`config.mk`:
```
export PLATFORM = sky130hd
export DESIGN_NAME = mdu_ctrl_flat
export DESIGN_NICKNAME = d
export VERILOG_FILES = /design/src/rtl/mdu_ctrl_pkg.sv /design/src/rtl/mdu_ctrl_if.sv /design/src/rtl/mdu_ctrl_step.sv /design/src/rtl/mdu_ctrl.sv /design/src/flat_wrapper.sv
export SDC_FILE = /design/constraint.sdc
export NUM_CORES = 1
export LEC_CHECK = 0
export BUFFER_PORTS_ARGS = -buffer_cell sky130_fd_sc_hd__buf_4
export CAP_MARGIN = 25
export CORE_MARGIN = 1.5
export CORE_UTILIZATION = 25
export CTS_BUF_LIST = sky130_fd_sc_hd__clkbuf_2 sky130_fd_sc_hd__clkbuf_4 sky130_fd_sc_hd__clkbuf_8
export DETAILED_ROUTE_END_ITERATION = 10
export PLACE_DENSITY = 0.42
export SLEW_MARGIN = 20
export SYNTH_ARGS = -nofsm -noshare
export SYNTH_HDL_FRONTEND = slang
export SYNTH_SLANG_ARGS = --single-unit
```
`constraint.sdc`:
```
create_clock -name i_clk -period 5.9 [get_ports i_clk]
set_input_delay 0.295 -clock i_clk [delete_from_list [all_inputs] [get_ports i_clk]]
set_output_delay 0.295 -clock i_clk [all_outputs]
set_load 0.005 [all_outputs]
```
`src/rtl/mdu_ctrl_pkg.sv`:
```
// rtl/mdu_ctrl_pkg.sv - shared widths, op codes, FSM states and sign helpers for the MDU
package mdu_ctrl_pkg;

  localparam int XLEN  = 32;
  localparam int CNT_W = 5;

  // funct3 encodings of the M-extension ops
  localparam logic [2:0] OP_MUL    = 3'd0;
  localparam logic [2:0] OP_MULH   = 3'd1;
  localparam logic [2:0] OP_MULHSU = 3'd2;
  localparam logic [2:0] OP_MULHU  = 3'd3;
  localparam logic [2:0] OP_DIV    = 3'd4;
  localparam logic [2:0] OP_DIVU   = 3'd5;
  localparam logic [2:0] OP_REM    = 3'd6;
  localparam logic [2:0] OP_REMU   = 3'd7;

  // Sequencer states
  localparam logic [2:0] S_IDLE = 3'd0;
  localparam logic [2:0] S_MUL  = 3'd1;
  localparam logic [2:0] S_DIV  = 3'd2;
  localparam logic [2:0] S_FIX  = 3'd3;
  localparam logic [2:0] S_DONE = 3'd4;

  typedef enum logic {
    STEP_MUL = 1'b0,
    STEP_DIV = 1'b1
  } step_mode_e;

  // rs1 is treated as signed for MUL, MULH, MULHSU, DIV and REM
  function automatic logic a_signed(input logic [2:0] op);
    return (op == OP_MUL) || (op == OP_MULH) || (op == OP_MULHSU) ||
           (op == OP_DIV) || (op == OP_REM);
  endfunction

  // rs2 is treated as signed for MUL, MULH, DIV and REM
  function automatic logic b_signed(input logic [2:0] op);
    return (op == OP_MUL) || (op == OP_MULH) || (op == OP_DIV) || (op == OP_REM);
  endfunction

  function automatic logic [XLEN-1:0] magnitude(input logic [XLEN-1:0] x, input logic neg);
    return neg ? (~x + 1'b1) : x;
  endfunction

endpackage

```
`src/rtl/mdu_ctrl_if.sv`:
```
// rtl/mdu_ctrl_if.sv - EX-stage request/result bundle between pipeline and MDU
interface mdu_ctrl_if;
  import mdu_ctrl_pkg::*;

  logic            start;
  logic [2:0]      op;
  logic [XLEN-1:0] a;
  logic [XLEN-1:0] b;
  logic            flush;
  logic            busy;
  logic            stall;
  logic            done;
  logic [XLEN-1:0] result;

  modport master (output start, op, a, b, flush, input busy, stall, done, result);
  modport slave  (input start, op, a, b, flush, output busy, stall, done, result);

endinterface

```
`src/rtl/mdu_ctrl_step.sv`:
```
// rtl/mdu_ctrl_step.sv - one combinational shift-add or restoring-divide iteration
module mdu_step
  import mdu_ctrl_pkg::*;
(
  input  step_mode_e        i_mode,
  input  logic [2*XLEN-1:0] i_acc,
  input  logic [XLEN-1:0]   i_opnd,
  output logic [2*XLEN-1:0] o_acc,
  output logic              o_qbit
);

  // Multiply: acc = {partial product high, remaining multiplier bits}
  logic [XLEN:0]   w_sum;
  // Divide: acc = {remainder, dividend bits shifting out / quotient bits shifting in}
  logic [2*XLEN:0] w_sh;
  logic [XLEN+1:0] w_diff;
  logic            w_unused_bit;

  assign w_sum        = {1'b0, i_acc[2*XLEN-1:XLEN]} + {1'b0, i_opnd & {XLEN{i_acc[0]}}};
  assign w_sh         = {i_acc, 1'b0};
  assign w_diff       = {1'b0, w_sh[2*XLEN:XLEN]} - {2'b00, i_opnd};
  // A successful subtract always leaves a remainder below the divisor, so bit XLEN is zero
  assign w_unused_bit = w_diff[XLEN];

  // Select the iteration; the quotient bit is merged into acc[0] by the caller
  always_comb begin
    o_acc  = '0;
    o_qbit = 1'b0;
    if (i_mode == STEP_MUL) begin
      o_acc = {w_sum, i_acc[XLEN-1:1]};
    end else begin
      o_qbit = ~w_diff[XLEN+1];
      o_acc  = o_qbit ? {w_diff[XLEN-1:0], w_sh[XLEN-1:0]} : w_sh[2*XLEN-1:0];
    end
  end

endmodule

```
`src/rtl/mdu_ctrl.sv`:
```
// rtl/mdu_ctrl.sv - iterative RV32M multiply/divide sequencer (optional MDU_EARLY_OUT_EN)
module mdu_ctrl
  import mdu_ctrl_pkg::*;
(
  input  logic      i_clk,
  input  logic      i_rst,
  mdu_ctrl_if.slave bus
);

  logic [2:0]        r_state;
  logic [CNT_W-1:0]  r_cnt;
  logic [2:0]        r_op;
  logic              r_sa;
  logic              r_sb;
  logic              r_byp;
  logic [XLEN-1:0]   r_byp_val;
  logic [XLEN-1:0]   r_opnd;
  logic [2*XLEN-1:0] r_acc;
  logic [XLEN-1:0]   r_result;
  logic              r_done;

  logic              w_idle;
  logic              w_busy;
  logic              w_accept;
  logic              w_is_div;
  logic              w_is_rem;
  logic              w_sa;
  logic              w_sb;
  logic              w_div0;
  logic              w_early;
  logic              w_qbit;
  logic [XLEN-1:0]   w_mag_a;
  logic [XLEN-1:0]   w_mag_b;
  logic [XLEN-1:0]   w_early_val;
  logic [XLEN-1:0]   w_quot;
  logic [XLEN-1:0]   w_rem;
  logic [XLEN-1:0]   w_fix;
  logic [2*XLEN-1:0] w_prod;
  logic [2*XLEN-1:0] w_step_acc;
  step_mode_e        w_mode;

  // DONE behaves like IDLE for accepting the next op
  assign w_idle   = (r_state == S_IDLE) || (r_state == S_DONE);
  assign w_busy   = (r_state == S_MUL) || (r_state == S_DIV) || (r_state == S_FIX);
  assign w_accept = bus.start & ~bus.flush & w_idle;
  assign w_is_div = bus.op[2];
  assign w_is_rem = bus.op[2] & bus.op[1];
  assign w_sa     = bus.a[XLEN-1] & a_signed(bus.op);
  assign w_sb     = bus.b[XLEN-1] & b_signed(bus.op);
  assign w_mag_a  = magnitude(bus.a, w_sa);
  assign w_mag_b  = magnitude(bus.b, w_sb);
  assign w_div0   = w_is_div && (bus.b == '0);
  assign w_mode   = (r_state == S_DIV) ? STEP_DIV : STEP_MUL;

`ifdef MDU_EARLY_OUT_EN
  // Trivially-known results skip the iterations entirely
  assign w_early     = (!w_is_div && ((bus.a == '0) || (bus.b == '0))) ||
                       (((bus.op == OP_DIVU) || (bus.op == OP_REMU)) && (bus.a < bus.b));
  assign w_early_val = (bus.op == OP_REMU) ? bus.a : '0;
`else
  assign w_early     = 1'b0;
  assign w_early_val = '0;
`endif

  assign bus.busy   = w_busy;
  assign bus.stall  = (bus.start & w_idle) | w_busy;
  assign bus.done   = r_done;
  assign bus.result = r_result;

  mdu_step u_step (
    .i_mode (w_mode),
    .i_acc  (r_acc),
    .i_opnd (r_opnd),
    .o_acc  (w_step_acc),
    .o_qbit (w_qbit)
  );

  // Sign correction and word selection applied in FIX
  always_comb begin
    w_prod = (r_sa ^ r_sb) ? (~r_acc + 1'b1) : r_acc;
    w_quot = (r_sa ^ r_sb) ? (~r_acc[XLEN-1:0] + 1'b1) : r_acc[XLEN-1:0];
    w_rem  = r_sa ? (~r_acc[2*XLEN-1:XLEN] + 1'b1) : r_acc[2*XLEN-1:XLEN];
    w_fix  = '0;
    if (r_byp) begin
      w_fix = r_byp_val;
    end else begin
      case (r_op)
        OP_MUL:                       w_fix = w_prod[XLEN-1:0];
        OP_MULH, OP_MULHSU, OP_MULHU: w_fix = w_prod[2*XLEN-1:XLEN];
        OP_DIV, OP_DIVU:              w_fix = w_quot;
        default:                      w_fix = w_rem;
      endcase
    end
  end

  // Sequencer: accept, iterate 32 times, correct sign, then pulse done
  always_ff @(posedge i_clk or posedge i_rst) begin
    if (i_rst) begin
      r_state   <= S_IDLE;
      r_cnt     <= '0;
      r_op      <= '0;
      r_sa      <= 1'b0;
      r_sb      <= 1'b0;
      r_byp     <= 1'b0;
      r_byp_val <= '0;
      r_opnd    <= '0;
      r_acc     <= '0;
      r_result  <= '0;
      r_done    <= 1'b0;
    end else begin
      r_done <= 1'b0;
      if (bus.flush && (r_state != S_IDLE)) begin
        r_state <= S_IDLE;
      end else begin
        case (r_state)
          S_IDLE, S_DONE: begin
            r_state <= S_IDLE;
            if (w_accept) begin
              r_op      <= bus.op;
              r_sa      <= w_sa;
              r_sb      <= w_sb;
              r_cnt     <= '0;
              r_byp     <= w_div0 | w_early;
              r_byp_val <= w_div0 ? (w_is_rem ? bus.a : '1) : w_early_val;
              r_opnd    <= w_is_div ? w_mag_b : w_mag_a;
              r_acc     <= {{XLEN{1'b0}}, (w_is_div ? w_mag_a : w_mag_b)};
              if (w_div0 || w_early) begin
                r_state <= S_FIX;
              end else if (w_is_div) begin
                r_state <= S_DIV;
              end else begin
                r_state <= S_MUL;
              end
            end
          end
          S_MUL, S_DIV: begin
            r_acc <= w_step_acc | {{(2*XLEN-1){1'b0}}, w_qbit};
            r_cnt <= r_cnt + CNT_W'(1);
            if (r_cnt == CNT_W'(XLEN-1)) begin
              r_state <= S_FIX;
            end
          end
          S_FIX: begin
            r_result <= w_fix;
            r_done   <= 1'b1;
            r_state  <= S_DONE;
          end
          default: r_state <= S_IDLE;
        endcase
      end
    end
  end

endmodule
```
`src/flat_wrapper.sv`:
```
// flat-port wrapper written by rule: the top's interface ports become plain ports
module mdu_ctrl_flat import mdu_ctrl_pkg::*;
  (i_clk, i_rst, bus_start, bus_op, bus_a, bus_b, bus_flush, bus_busy, bus_stall, bus_done, bus_result);
  mdu_ctrl_if bus_i ();
  input  logic i_clk;
  input  logic i_rst;
  input wire logic [$bits(bus_i.start)-1:0] bus_start;
  input wire logic [$bits(bus_i.op)-1:0] bus_op;
  input wire logic [$bits(bus_i.a)-1:0] bus_a;
  input wire logic [$bits(bus_i.b)-1:0] bus_b;
  input wire logic [$bits(bus_i.flush)-1:0] bus_flush;
  output wire logic [$bits(bus_i.busy)-1:0] bus_busy;
  output wire logic [$bits(bus_i.stall)-1:0] bus_stall;
  output wire logic [$bits(bus_i.done)-1:0] bus_done;
  output wire logic [$bits(bus_i.result)-1:0] bus_result;
  assign bus_i.start = bus_start;
  assign bus_i.op = bus_op;
  assign bus_i.a = bus_a;
  assign bus_i.b = bus_b;
  assign bus_i.flush = bus_flush;
  assign bus_busy = bus_i.busy;
  assign bus_stall = bus_i.stall;
  assign bus_done = bus_i.done;
  assign bus_result = bus_i.result;
  mdu_ctrl u_core (.i_clk(i_clk), .i_rst(i_rst), .bus(bus_i));
endmodule
```
* Word-level counts from Yosys, hierarchy flattened
Index checks and enable logic that the tools add are counted. W data, S select, Z words.
Word-level totals: output and inout bits 35, register bits 175, bits of input ports 71
Operators by class: add/sub/neg operators 8, equality and inequality tests 16, mux-type cells 27, reductions and logical operators 24, bitwise operators 18
Operator list (number):
- $mux W32 | 9
- $mux W64 | 4
- $add A32 B1 Y32 const B | 4
- $not A32 Y32 | 4
- $pmux W64 S2 | 1
- $pmux W32 S3 | 1
- $add A64 B1 Y64 const B | 1
- $not A64 Y64 | 1
- $or A64 B1 Y64 | 1
- $sub A33 B32 Y34 | 1
- $add A32 B32 Y33 | 1
- $and A32 B32 Y32 | 1
- $logic_not A32 Y1 | 1
- $eq A3 B2 Y1 const B | 5
- $eq A3 B3 Y1 const B | 5
- $mux W3 | 4
- $pmux W5 S2 | 1
- $eq A3 B1 Y1 const B | 3
- $logic_not A3 Y1 | 3
- $logic_or A1 B1 Y1 | 9
- $pmux W3 S3 | 1
- $and A1 B1 Y1 | 6
- $reduce_and A3 Y1 | 2
- $reduce_or A2 Y1 | 3
- 15 further kinds | 21

* Logic depth before layout (Yosys ltp)
Gate-level depths: netlist of run 1.
depth in word-level cells 10, gate-level depth with buffers 14

* Cells and area by module
Synthesis of run 1 repeated with hierarchy kept, for this count alone.
Unflattened totals: cells, all modules 2168, area, all modules 16817.4 µm²
By module, submodules not included:
- mdu_ctrl | area an instance 12132.9 µm², times used 1, seq. area each 4379.2 µm², cells each 1507
- mdu_step | area an instance 4684.5 µm², times used 1, seq. area each 0.0 µm², cells each 661

* Worst setup path before layout of run 1
Ideal clock, no wire load.
path kind register to register, start point register u_core.r_acc[0], end point register u_core.r_acc[58], cell stages (with the launch flop) 14, library setup time 126 ps, arrival 3091 ps, setup slack 2683 ps, path through dfrtp_1 inv_1 buf_1 nor2_1 ha_1 a21o_1 a21o_1 a21o_1 a311o_1 a31oi_1 o21ai_0 a311oi_1 nor3_1 a221o_1
On the way: word-level cells in the longest chain between the ends 5
Ends and longest elaborated chain:
- start: declaration | RTL line mdu_ctrl.sv:18 | logic [2*XLEN-1:0] r_acc;
- start signal: assignment | RTL line mdu_ctrl.sv:126 | r_acc <= {{XLEN{1'b0}}, (w_is_div ? w_mag_a : w_mag_b)};
- start signal: assignment | RTL line mdu_ctrl.sv:137 | r_acc <= w_step_acc | {{(2*XLEN-1){1'b0}}, w_qbit};
- $and A32 B32 Y32 | RTL line mdu_ctrl_step.sv:19 | assign w_sum = {1'b0, i_acc[2*XLEN-1:XLEN]} + {1'b0, i_opnd & {XLEN{i_acc[0]}}};
- $add A32 B32 Y33 | RTL line mdu_ctrl_step.sv:19
- $mux W64 | RTL line mdu_ctrl_step.sv:29 | if (i_mode == STEP_MUL) begin
- $or A64 B1 Y64 | RTL line mdu_ctrl.sv:137
- $pmux W64 S2 | RTL line mdu_ctrl.sv:115 | case (r_state)
Every way passes these cells. A chain may end at the register's enable or synchronous reset.

* Worst setup path in the final report of run 1
start point register u_core.r_acc[39], end point register u_core.r_acc[36]
On the way: word-level cells in the longest chain between the ends 5
Ends and longest elaborated chain:
- $sub A33 B32 Y34 | RTL line mdu_ctrl_step.sv:21 | assign w_diff = {1'b0, w_sh[2*XLEN:XLEN]} - {2'b00, i_opnd};
- $mux W64 | RTL line mdu_ctrl_step.sv:33 | o_acc = o_qbit ? {w_diff[XLEN-1:0], w_sh[XLEN-1:0]} : w_sh[2*XLEN-1:0];
- $mux W64 | RTL line mdu_ctrl_step.sv:29
- $or A64 B1 Y64 | RTL line mdu_ctrl.sv:137
- $pmux W64 S2 | RTL line mdu_ctrl.sv:115
Every way passes these cells.

==> run summary, run 1 <==
The run finished with clean final reports. After detailed routing, the number of remaining DRC violations is 0. The worst path needs 4050 ps of the cycle, external delays included. Net switching is 53.9% of the power. In this run the vertical extent of the chip is 257 um. Setup repair after global routing left no endpoint under its margin. The combinational family with the most area after synthesis is compound AO/OA/AOI/OAI gates. The buffer count from post-CTS setup fixing is 0. The first global-routing pass estimated 104 mm of wire. Dividing the detail-routed via count by the number of cells gives 5.43. Summed over its instances, the top area cell type makes up 27.1% of the synthesized netlist area. Based on the critical path, the design can be clocked at up to 247 MHz. Share of the clock period used by the worst path: 68.7%. TritonCTS built the clock tree. For the total negative setup slack, the log shows 0 ps.

Headroom to the max-slew limit came out at 29.8%. The tool flagged a number of max-cap violations equal to 0. After clock tree synthesis, the clock-pin slew on the worst setup and hold paths is 110 ps. Total core area: 0.0634 mm2.

The total wire length is 70.7 mm. From synthesis to final layout, the design area changed by 12.0%. The run gives 6350 ps as the critical path data required time. The tools report the initial antenna violation count as 4. The number of enable flip-flop cells after synthesis is 0, and the worst-path maximum fanout is 23. The type of element capturing the critical path is a register. Registers take 0.00438 mm2.

Gates resized during post-CTS repair numbered 0. The net total in the final layout is 2299. The total of endpoints with negative setup slack in the final report was 0.

Detailed placement finished with a half-perimeter wire length of 54.1 mm. The logs give 15600 for the number of global-route vias before repair and 25.5% for the proportion of power drawn by flip-flops and latches. The number of nets in the synthesized netlist is 2277.

For this run, asynchronously set or reset flops after synthesis account for 100%. The arrival time of data at the critical path endpoint is 4500 ps. The die boundary width is 257 um, and the peak ir drop on the vdd network is 188 uV.

The run gives 27.1% as the sequential-to-total area share from yosys stat. Internal power comes to 0.00411 W. The synthesized netlist devotes 26.6% of its cell area to compound gates. The biggest area contributor in the post-synthesis netlist is dfrtp_1. The count of cell types in the netlist is 89, and the actual transition at the worst max-transition pin is 1050 ps. For the overall die area, the log shows 0.0661 mm2. The most critical setup path has its startpoint at u_core.r_acc[39].

The slack of the worst reg-to-reg path was 1850 ps. CTS saw 175 sinks. Leaving out fill and tap cells, the most frequent cell in the layout is nand2_1. Combinational logic is responsible for 65.1% of the overall power.

By area the synthesized netlist is led by dfrtp_1 (27%), a21oi_1 (6.9%), nand2_1 (5.7%). The first TritonRoute pass finished after 6 iterations. In the final layout, the multi-input gates occupy 0.0108 mm2. For this design the static power due to leakage is 7.67 nW. The run gives 0 as the final count of pins violating max slew. The power share of the clock group was 9.4%. The min-delay analysis places its worst path in the category in2reg.

The tools report the H-tree level count as 4. The top cell types in the final layout, fill and taps aside, are nand2_1 (244), a21oi_1 (222), nor2_1 (201), o21ai_0 (181), dfrtp_1 (175). Start of the worst register-to-register path: u_core.r_acc[39]. Once detail routing completed, the nets flagged for antenna violations numbered 0.

The most used flip-flop cell after synthesis is dfrtp_1. After synthesis the cells add up to 0.0161 mm2. The total power per unit cell area was 494 mW/mm2. After synthesis, the mean cell area works out to 7.56 um2. In this run, CTS created clock tree buffers numbering 17. Maximum clock path buffer count: 2. The detailed router placed 16400 vias in this run. The hold buffer count at cts is 16.

After Yosys synthesis, and, or, nand and nor cells account for 21.5% of the synthesized area. Warning count from the yosys run: 0. The critical path is of the reg2reg type. The run gives 580 ps as the clock insertion delay at the later pin of the skew report. The count of standard-cell rows is 92, and the average detailed-routed wire length per instance is 23.5 um.

The synthesized netlist devotes 5.68% of its cell area to adder and majority cells. The layout cell share with drive strength beyond 1 was 9.96%; the all-layer global routing usage was 21.1%. After the first detailed-routing iteration, the DRC count stood at 1417. 106 I/O pins were placed.

In the synthesized netlist, the number of instances is 2134. Startpoint kind of the worst setup timing path: a register. Largest net degree at the start of global routing: 124.

The xor and xnor area share after synthesis was 10.4%. The total design power was 0.00892 W; the count of fill cells added during filler insertion was 6930. In the synthesized netlist, mux cells make up 2.74% of the area. At the end of routability-driven placement, the weighted congestion stood at 0.909. The final count of hold timing violations is 0. Counting flops and latches in the post-synthesis netlist gives 175. The tools report the net switching power figure as 0.00481 W. Hold path startpoint: bus_a[28].

Clock skew on the completed layout was measured at 16.5 ps. The total grt overflow was 0. The tree is rooted in a clkbuf_8.

During placement, the flow inserted port buffers numbering 105. The tools report the starting utilization of the core area as 25.4%.
[kinds of logic (layout without fill, tap and decap cells)]
group,count (synthesis),count (layout)
fa+ha+maj,72,72
xor+xnor,191,191
buf+inv,219,253
flops,175,175
mux,42,42
compound gates,706,706
other cells,0,2
simple gates,729,729
[Yosys cell counts (all sizes together) (11+ instances only)]
library cell,instances
nor2b,37
nor3,59
o21ai,220
buf,27
a21o,40
nand3,54
o211ai,26
inv,69
a221oi,24
o31ai,24
mux2,14
xor2,100
ha,70
a21oi,222
a211oi,16
nand4,14
xnor2,91
clkbuf,121
or4,12
nand2b,15
or3,13
and3,11
nor4,24
nand2,245
mux2i,28
a31oi,34
dfrtp,175
nor2,205
and2,15
[per-stage QoR]
stage	util, %	area (um2)	hold slack (ps)	setup WS, ps	cells
2_1_floorplan	-	16100	400	860	2134
3_3_place_gp	27.7	17600	460	1900	2967
3_5_place_dp	27.7	17600	468	1860	2967
4_1_cts	28.5	18100	0.842	1850	3014
5_1_grt	28.5	18100	52.6	1550	3015
6_report	28.5	18100	65.5	1850	3016
[flip-flops by register name, indices dropped and copies added (netlist names), 3 cells and up]
signal and cells:
u_core.r_acc 64, u_core.bus.result 32, u_core.r_byp_val 32, u_core.r_opnd 32
u_core.r_cnt 5, u_core.r_op 3, u_core.r_state 3
[power groups by stage]
| stage | registers [W] | logic (W) | clock network [W] |
|---|---|---|---|
| after floorplan | 0.00186 | 0.00425 | 0 |
| after global placement | 0.00227 | 0.00571 | 0 |
| after detailed placement | 0.00228 | 0.00570 | 0 |
| after CTS | 0.00225 | 0.00575 | 0.000874 |
| after global routing | 0.00231 | 0.00636 | 0.000909 |
| final | 0.00227 | 0.00581 | 0.000837 |
[worst paths after layout]
| path | endpoint | cells past startpoint |
|---|---|---|
| setup reg to reg | u_core.r_acc[36] | 11 |
| max in group asynchronous | u_core.r_opnd[22] | 4 |
| setup / recovery | u_core.r_acc[36] | 11 |
| min in group asynchronous | u_core.bus.done | 3 |
| hold reg to reg | u_core.r_byp_val[2] | 2 |
| hold / removal | u_core.r_byp_val[28] | 3 |
[layer usage]
metal	track usage [%]	routed length (um)	vias to the layer above
li1	-	-	7692
met1	29.9	33300	8100
met2	32.6	31300	501
met3	3.01	3820	69
met4	7.27	2280	0
met5	0	0	-
[worst max-delay path, stage by stage (launching register included)]
cell      delay, ps
dfrtp_1         680
ha_1            390
a21o_1          220
a211oi_1        240
o21ai_0         150
a31oi_2         350
a21oi_1         250
a31oi_4         650
buf_4           390
mux2_2          360
o21ai_0         140
o21ai_1          90
[final cells by class]
type,instances,share of cell area (%)
clock buffers,19,1.41
diodes,2,0.0277
inverters,71,1.52
clock inverters,12,0.464
repair buffers,151,6.50
flip-flops and latches,175,24.2
well taps,846,5.86
multi-input cells,1740,60.0
Power figures use the tool's default switching activity.
==> run 2, diff against run 1 <==
PLACE_DENSITY = 0.43   (was 0.42)
clock period = 3.3 ns   (was 5.9 ns; I/O delays follow)
==> run 2 against run 1 <==
Compared with the run above:
- combinational power rose by 120%
- critical path depth rose by 4
- global-route usage rose by 1.0 points
- critical endpoint is now u_core.r_acc[59]
- via count rose by 4.2%
- flip-flop and latch count did not move
- sequential share of layout area fell by 2.1 points
- clock-buffer cell count rose by 2
- clock skew fell by 0.85 ps
- worst hold slack got worse by 13 ps
- critical path type unchanged
- largest power group unchanged
- non-clock buffer count rose by 183
- utilization rose by 2.7 points
- clock power rose by 94%
==> run summary, run 2 (same netlist as run 1, synthesis figures left out) <==
The run finished with clean final reports. Port buffering added 105 buffers. The slack of the worst reg-to-reg path was 30 ps.

The run gives 0 as the number of max-capacitance violations reported. Setup repair after global routing could not meet its margin everywhere. The worst clock skew is 15.7 ps, and the total core area is 0.0634 mm2. The tightest min-delay check is of the in2reg type. The number of global-route vias before repair was 16500. Summed over all layers, the global routing overflow is 0. Total power per unit cell area: 898 mW/mm2.

The die height is 257 um, and the highest attainable clock frequency is 306 MHz. The count of standard-cell rows was 92. Ranked by flip-flop count, first place goes to u_core.r_acc. The largest net degree at the start of global routing is 95, and the die boundary width is 257 um. Startpoint kind of the worst setup timing path: a register. The worst-case IR drop observed on VDD is 368 uV. The clock insertion delay at the later pin of the skew report is 580 ps. Global routing used 22.2% of the available tracks across all layers. The iteration count of the initial detailed-routing pass is 7.

Following the worst setup path forward leads to its endpoint at u_core.r_acc[59]. Worst-path maximum fanout: 5. In the layout the commonest cells are buf_4 (290), nand2_1 (243), a21oi_1 (220), nor2_1 (201), o21ai_0 (176). The maximum cell stage delay along the critical path was 390 ps.

The initial antenna violation count is 1, and the worst reg2reg path depth is 15. The critical path class was reg2reg. The routed design has 74.0 mm of wire. Counting the fill cells in the layout gives 6777.

The net total in the final layout came out at 2482. TritonCTS built the clock tree. The detailed router finished its first iteration with 1405 violations. For the pin with the worst max-slew slack, the measured transition is 927 ps. The detailed-route vias per instance came out at 5.33. Worst-path cell with the longest stage delay: dfrtp_1. At the worst endpoint, the arrival time is 3750 ps.

In this run the count of I/O pins placed on the die edge is 106. The run gives 38.2% as the worst slew margin relative to its limit. The startpoint identified for the worst register-to-register timing path is u_core.r_acc[0]. The worst setup path is captured at a register. The tools report the overall die area as 0.0661 mm2. The root buffer cell chosen for the clock tree is clkbuf_8. For the total negative setup slack, the log shows 0 ps. The number of remaining DRC errors was 0. TritonCTS created 17 clock buffers. Hold is met by 52.2 ps.

At the end of routability-driven placement, the weighted congestion stood at 0.972. The tools report the endpoint of the lowest-slack register-to-register path as u_core.r_acc[59]. The first global-routing pass estimated 110 mm of wire. The clock period could shrink to 3270 ps. For the H-tree level count, the log shows 4. The most common cell after layout, fill and taps aside was buf_4.

The tree built by TritonCTS fans out to 175 sinks. The run gives 0.0198 mm2 as the post-route cell area. The logs give 0.00438 mm2 for the total area of sequential cells and 0.0110 mm2 for the area of the multi-input gates. Hold path startpoint: bus_b[18]. The final route contains 17100 vias. The final count of hold timing violations is 0, and the share of the clock period used by the worst path is 99.0%. Excluding fillers, the count of instances in the completed layout stands at 3198. Cells fill 31.2% of the core in the end. In this run the remaining antenna-violating nets after routing total 0. Standby leakage power: 8.62 nW. For the total of endpoints with negative setup slack in the final report, the log shows 0. After detailed placement, the total cell area comes to 0.0188 mm2. The longest clock path from root to sink contains 2 buffers.

The signal on the critical path passes through buf_6 > and2_1 > ha_1 > inv_1 > fa_2 > nor2b_2 > o31a_1 > o2111ai_1 > a31oi_2 > a31oi_2 > buf_4 > o211ai_1 > xor2_1 > nand2_1 > a31oi_2. Cell type with the highest occurrence count on the critical path: a31oi_2. After detailed routing, the average wire length per cell comes to 23.1 um. The tools report the instance count after placement with tap cells included as 3128. The clock-pin slew reported for the worst setup and hold paths after clock tree synthesis came out at 100 ps. Final count of pins violating max slew: 0.

Launching instance or port of the critical path: u_core.r_acc[0]. The layout cell share with drive strength beyond 1 was 17.4%; the flip-flop count of the largest register after layout was 64. STA puts the critical path data required time at 3790 ps.

For this configuration, the core starts out at a cell density of 25.4%. Once detailed placement completed, the half-perimeter wirelength came to 58.1 mm. The post-synthesis to final-layout area growth works out to 22.6%.
## run 2: cell count changes in the layout (fill, tap and decap cells not counted), moves of 5 or more
cell,before,now
o21ai_1,38,43
buf_4,135,290
dlygate4sd3_1,16,36
o21ai_0,181,176
buf_12,0,7
## run 2: final cells by class
type | count | area share [%]
flip-flops and latches | 175 | 22.1
multi-input cells | 1740 | 55.5
repair buffers | 334 | 13.6
diodes | 1 | 0.0127
clock buffers | 21 | 1.46
clock inverters | 10 | 0.531
well taps | 846 | 5.35
inverters | 71 | 1.37
## run 2: worst min-delay path by stage
stage                             endpoint  slack [ps]  depth (start not counted)
after floorplan             u_core.r_op[0]         270                          2
after global placement     u_core.bus.done         120                          2
after detailed placement   u_core.bus.done         120                          2
after CTS                 u_core.r_acc[16]           8                          5
after global routing      u_core.r_acc[30]          50                          3
final                     u_core.r_acc[18]          50                          5
## run 2: critical path: cells and delay by family, from the launching register on
family	cells	cell delay (ps)
buffers and inverters	3	390
flip-flops	1	390
AND/OR/NAND/NOR	3	360
AO/OA/AOI/OAI	6	1280
XOR/XNOR	1	210
adder cells (fa/ha/maj)	2	530
## run 2: repair_timing
item,4_1_cts,5_1_grt
endpoints found under the setup margin,7,38
hold endpoints to repair,208,0
gates resized for setup,10,31
hold buffers,36,0
buffers inserted,1,1
pin swaps,2,9
## run 2: stage by stage
stage / power [W] / worst slack [ps]
after floorplan: 0.0109 / 83.3
after global placement: 0.0157 / -131
after detailed placement: 0.0157 / -118
after CTS: 0.0175 / 14.9
after global routing: 0.0190 / -39.0
final: 0.0178 / 31.5
## run 2: per-layer routing
metal | vias to the layer above | routed length [um] | GRT usage, % | share of wire (%)
met1 | 8387 | 33800 | 30.0 | 46
met3 | 92 | 3640 | 3.30 | 4.9
met2 | 529 | 34500 | 36.3 | 47
met4 | 0 | 1970 | 6.72 | 2.7
met5 | - | 0 | 0 | 0
li1 | 8049 | - | - | -
## run 2: where the power goes
group          internal, W  switching, W  total [W]  leakage, nW
clock             0.000682      0.000936    0.00162        0.196
combinational      0.00524       0.00749     0.0127         6.19
sequential         0.00278      0.000633    0.00341         2.24
total              0.00870       0.00906     0.0178         8.62
==> run 3, diff against run 2 <==
clock period = 2.6 ns   (was 3.3 ns; I/O delays follow)
==> run 3 against run 2 <==
Compared with the run above:
- the flow now finishes with violations (setup timing)
- final cell count increased by 13%
- utilization up 7.7 points
- critical path depth is 4 lower
- first-iteration DRC count up 2.2%
- worst hold slack got worse by 26 ps
- critical path type unchanged
- largest power group unchanged
==> run summary, run 3 (same netlist as run 1, synthesis figures left out) <==
The flow ran to the end, but the final reports show violations. The final reports fail on setup timing. The flip-flop count of the largest register after layout was 64. The layout cell share with drive strength beyond 1 came out at 37.6%.

For the pin with the worst max-slew slack, the measured transition is 919 ps. The tools report the final count of pins violating max slew as 0. Summing all non-filler instances in the final layout gives an area of 0.0246 mm2. More flip-flops sit in one register than any other, and that register is u_core.r_acc.

The run gives 17 as the number of buffers created by CTS. The total buffers and inverters traversed by the critical path was 1. Die boundary width: 257 um. The initial antenna violation count came out at 3.

The power share of the clock group came out at 7.5%. Worst clock skew: 19.4 ps. In the routed design, unresolved DRC markers number 0. The worst setup slack after layout was -515 ps. At the worst endpoint, the required time is 3060 ps. The detailed-route vias per instance was 5.17; the post-synthesis to final-layout area growth was 52.7%. STA classifies the critical path endpoint as a register.

In this run the remaining antenna-violating nets after routing total 0. Setup repair after global routing could not meet its margin everywhere. The first global-routing pass estimated 115 mm of wire.

The sink count of the clock tree is 175. For this design, the slowest cell found on the critical path is dfrtp_2. The net total in the final layout was 2883; the arrival time of data at the critical path endpoint was 3580 ps. Count of input and output buffers: 105. For the all-layer global routing usage, the log shows 23.1%. The maximum cell stage delay along the critical path was 490 ps. The clock insertion delay at the later pin of the skew report is 580 ps. The run gives 96 as the largest net degree at the start of global routing. After the first detailed-routing iteration, the DRC count stood at 1436.

The floorplan step defined a die boundary enclosing 0.0661 mm2. The H-tree level count is 4. The tree is rooted in a clkbuf_8.

Area of placed instances: 0.0216 mm2. On the critical path the largest part of the delay comes from compound AO/OA/AOI/OAI gates. The floorplan has 92 rows. The floorplan step defined a core boundary enclosing 0.0634 mm2. In the layout the commonest cells are buf_4 (623), nand2_1 (232), a21oi_1 (185), nor2_1 (182), dfrtp_1 (167). TritonCTS built the clock tree. For this design the total switching power over the nets is 0.0138 W. The tools report the iteration count of the initial detailed-routing pass as 6. The final count of hold timing violations is 0. The run gives 14.7% as the proportion of power drawn by flip-flops and latches. The number of global-route vias before repair is 18100, and the average detailed-routed wire length per instance is 21.8 um. The tool flagged a number of max-cap violations equal to 0. In this run the worst path has a maximum fanout of 5. The total wire length is 78.5 mm, and the share of power burned in combinational logic is 77.8%.

The total power per unit cell area works out to 1180 mW/mm2. From bottom edge to top edge, the die measures 257 um. For the peak ir drop on the vdd network, the log shows 496 uV.

The clock-pin slew reported for the worst setup and hold paths after clock tree synthesis is 110 ps. The starting utilization of the core area was 25.4%; the final core area utilization was 38.9%. The path class of the tightest hold or removal check is in2reg.

Traced cell by cell, the critical path runs through buf_4 > fa_2 > a211oi_4 > o211ai_1 > a31oi_2 > o2111ai_2 > and2_4 > a311oi_4 > xor2_1 > o21ai_1 > a221o_1. The post-detailed-placement half-perimeter wirelength is 61.2 mm. The run gives 0.0153 W as the internal cell power.

The switching part of the total power was 47.3%. The standby leakage power was 11.1 nW. For the highest attainable clock frequency, the log shows 321 MHz. The worst slew margin relative to its limit came out at 38.4%.

The share of the clock period used by the worst path was 120%; the number of vias after detailed routing was 18600. Leaving out fill and tap cells, the most frequent cell in the layout is buf_4. The post-route minimum period was 3110 ps. The critical path class is reg2reg. At the end of routability-driven placement, the weighted congestion stood at 0.942. STA classifies the critical path startpoint as a register. During I/O placement, the number of pins put on the boundary was 106. No sink is reached through more buffers than the 2 on the longest clock path. Setup violations remaining at the end of the flow were counted as 55. The total grt overflow came out at 0.
-- run 3: final cells by class --
class,instances,area (um2)
Fill cell,6526,38800
Multi-Input combinational cell,1740,12400
Timing Repair Buffer,735,6100
Sequential cell,175,4390
Tap cell,846,1060
Inverter,71,270
Clock buffer,18,248
Clock inverter,14,178
Antenna cell,3,7.51
-- run 3: power by group through the flow --
stage / Sequential, W / Clock, W / Combinational (W)
floorplan: 0.00423 / 0 / 0.0101
global placement: 0.00427 / 0 / 0.0186
detailed placement: 0.00428 / 0 / 0.0187
CTS: 0.00424 / 0.00225 / 0.0203
global route: 0.00436 / 0.00236 / 0.0242
finish: 0.00427 / 0.00219 / 0.0226
-- run 3: per-stage QoR --
stage / total power, W / instances / setup TNS [ps] / hold WS (ps) / setup WS (ps)
floorplan: 0.0143 / 2134 / -7480 / 235 / -323
global placement: 0.0229 / 3455 / -27120 / 338 / -801
detailed placement: 0.0230 / 3455 / -29400 / 345 / -724
CTS: 0.0268 / 3554 / -18970 / 1.15 / -551
global route: 0.0310 / 3600 / -23220 / 22.8 / -663
finish: 0.0291 / 3602 / -16540 / 26.1 / -515
-- run 3: timing repair --
item                                    in CTS  in global routing
endpoints found under the setup margin      62                 68
resized for setup                          193                205
setup buffers                               35                 57
hold buffers                                40                  0
pin swaps                                   92                151
gates cloned                                 0                  3
endpoints found under the hold margin       56                  0
-- run 3: metal layers --
layer  wire length [um]  track usage [%]
met3               2940             2.75
met4               2080             6.03
met5                 13                0
met1              36900             32.0
met2              36500             37.7
-- run 3: worst register-to-register path, cell delays in order (launching register included) --
cell and delay [ps]:
dfrtp_2 490, buf_4 160, fa_2 420, a211oi_4 270, o211ai_1 170, a31oi_2 280
o2111ai_2 170, and2_4 210, a311oi_4 240, xor2_1 190, o21ai_1 100, a221o_1 300
-- run 3: final timing paths --
check,start,endpoint,slack [ps],cells past startpoint
max in group asynchronous,i_rst,u_core.r_acc[22],1600,4
worst min-delay path,bus_a[7],u_core.r_byp_val[7],30,4
worst min register to register,u_core.r_byp_val[19],u_core.r_byp_val[19],490,2
worst max-delay path,u_core.r_acc[32],u_core.r_acc[58],-510,11
min in group asynchronous,i_rst,u_core.bus.result[25],270,3
worst max register to register,u_core.r_acc[32],u_core.r_acc[58],-510,11
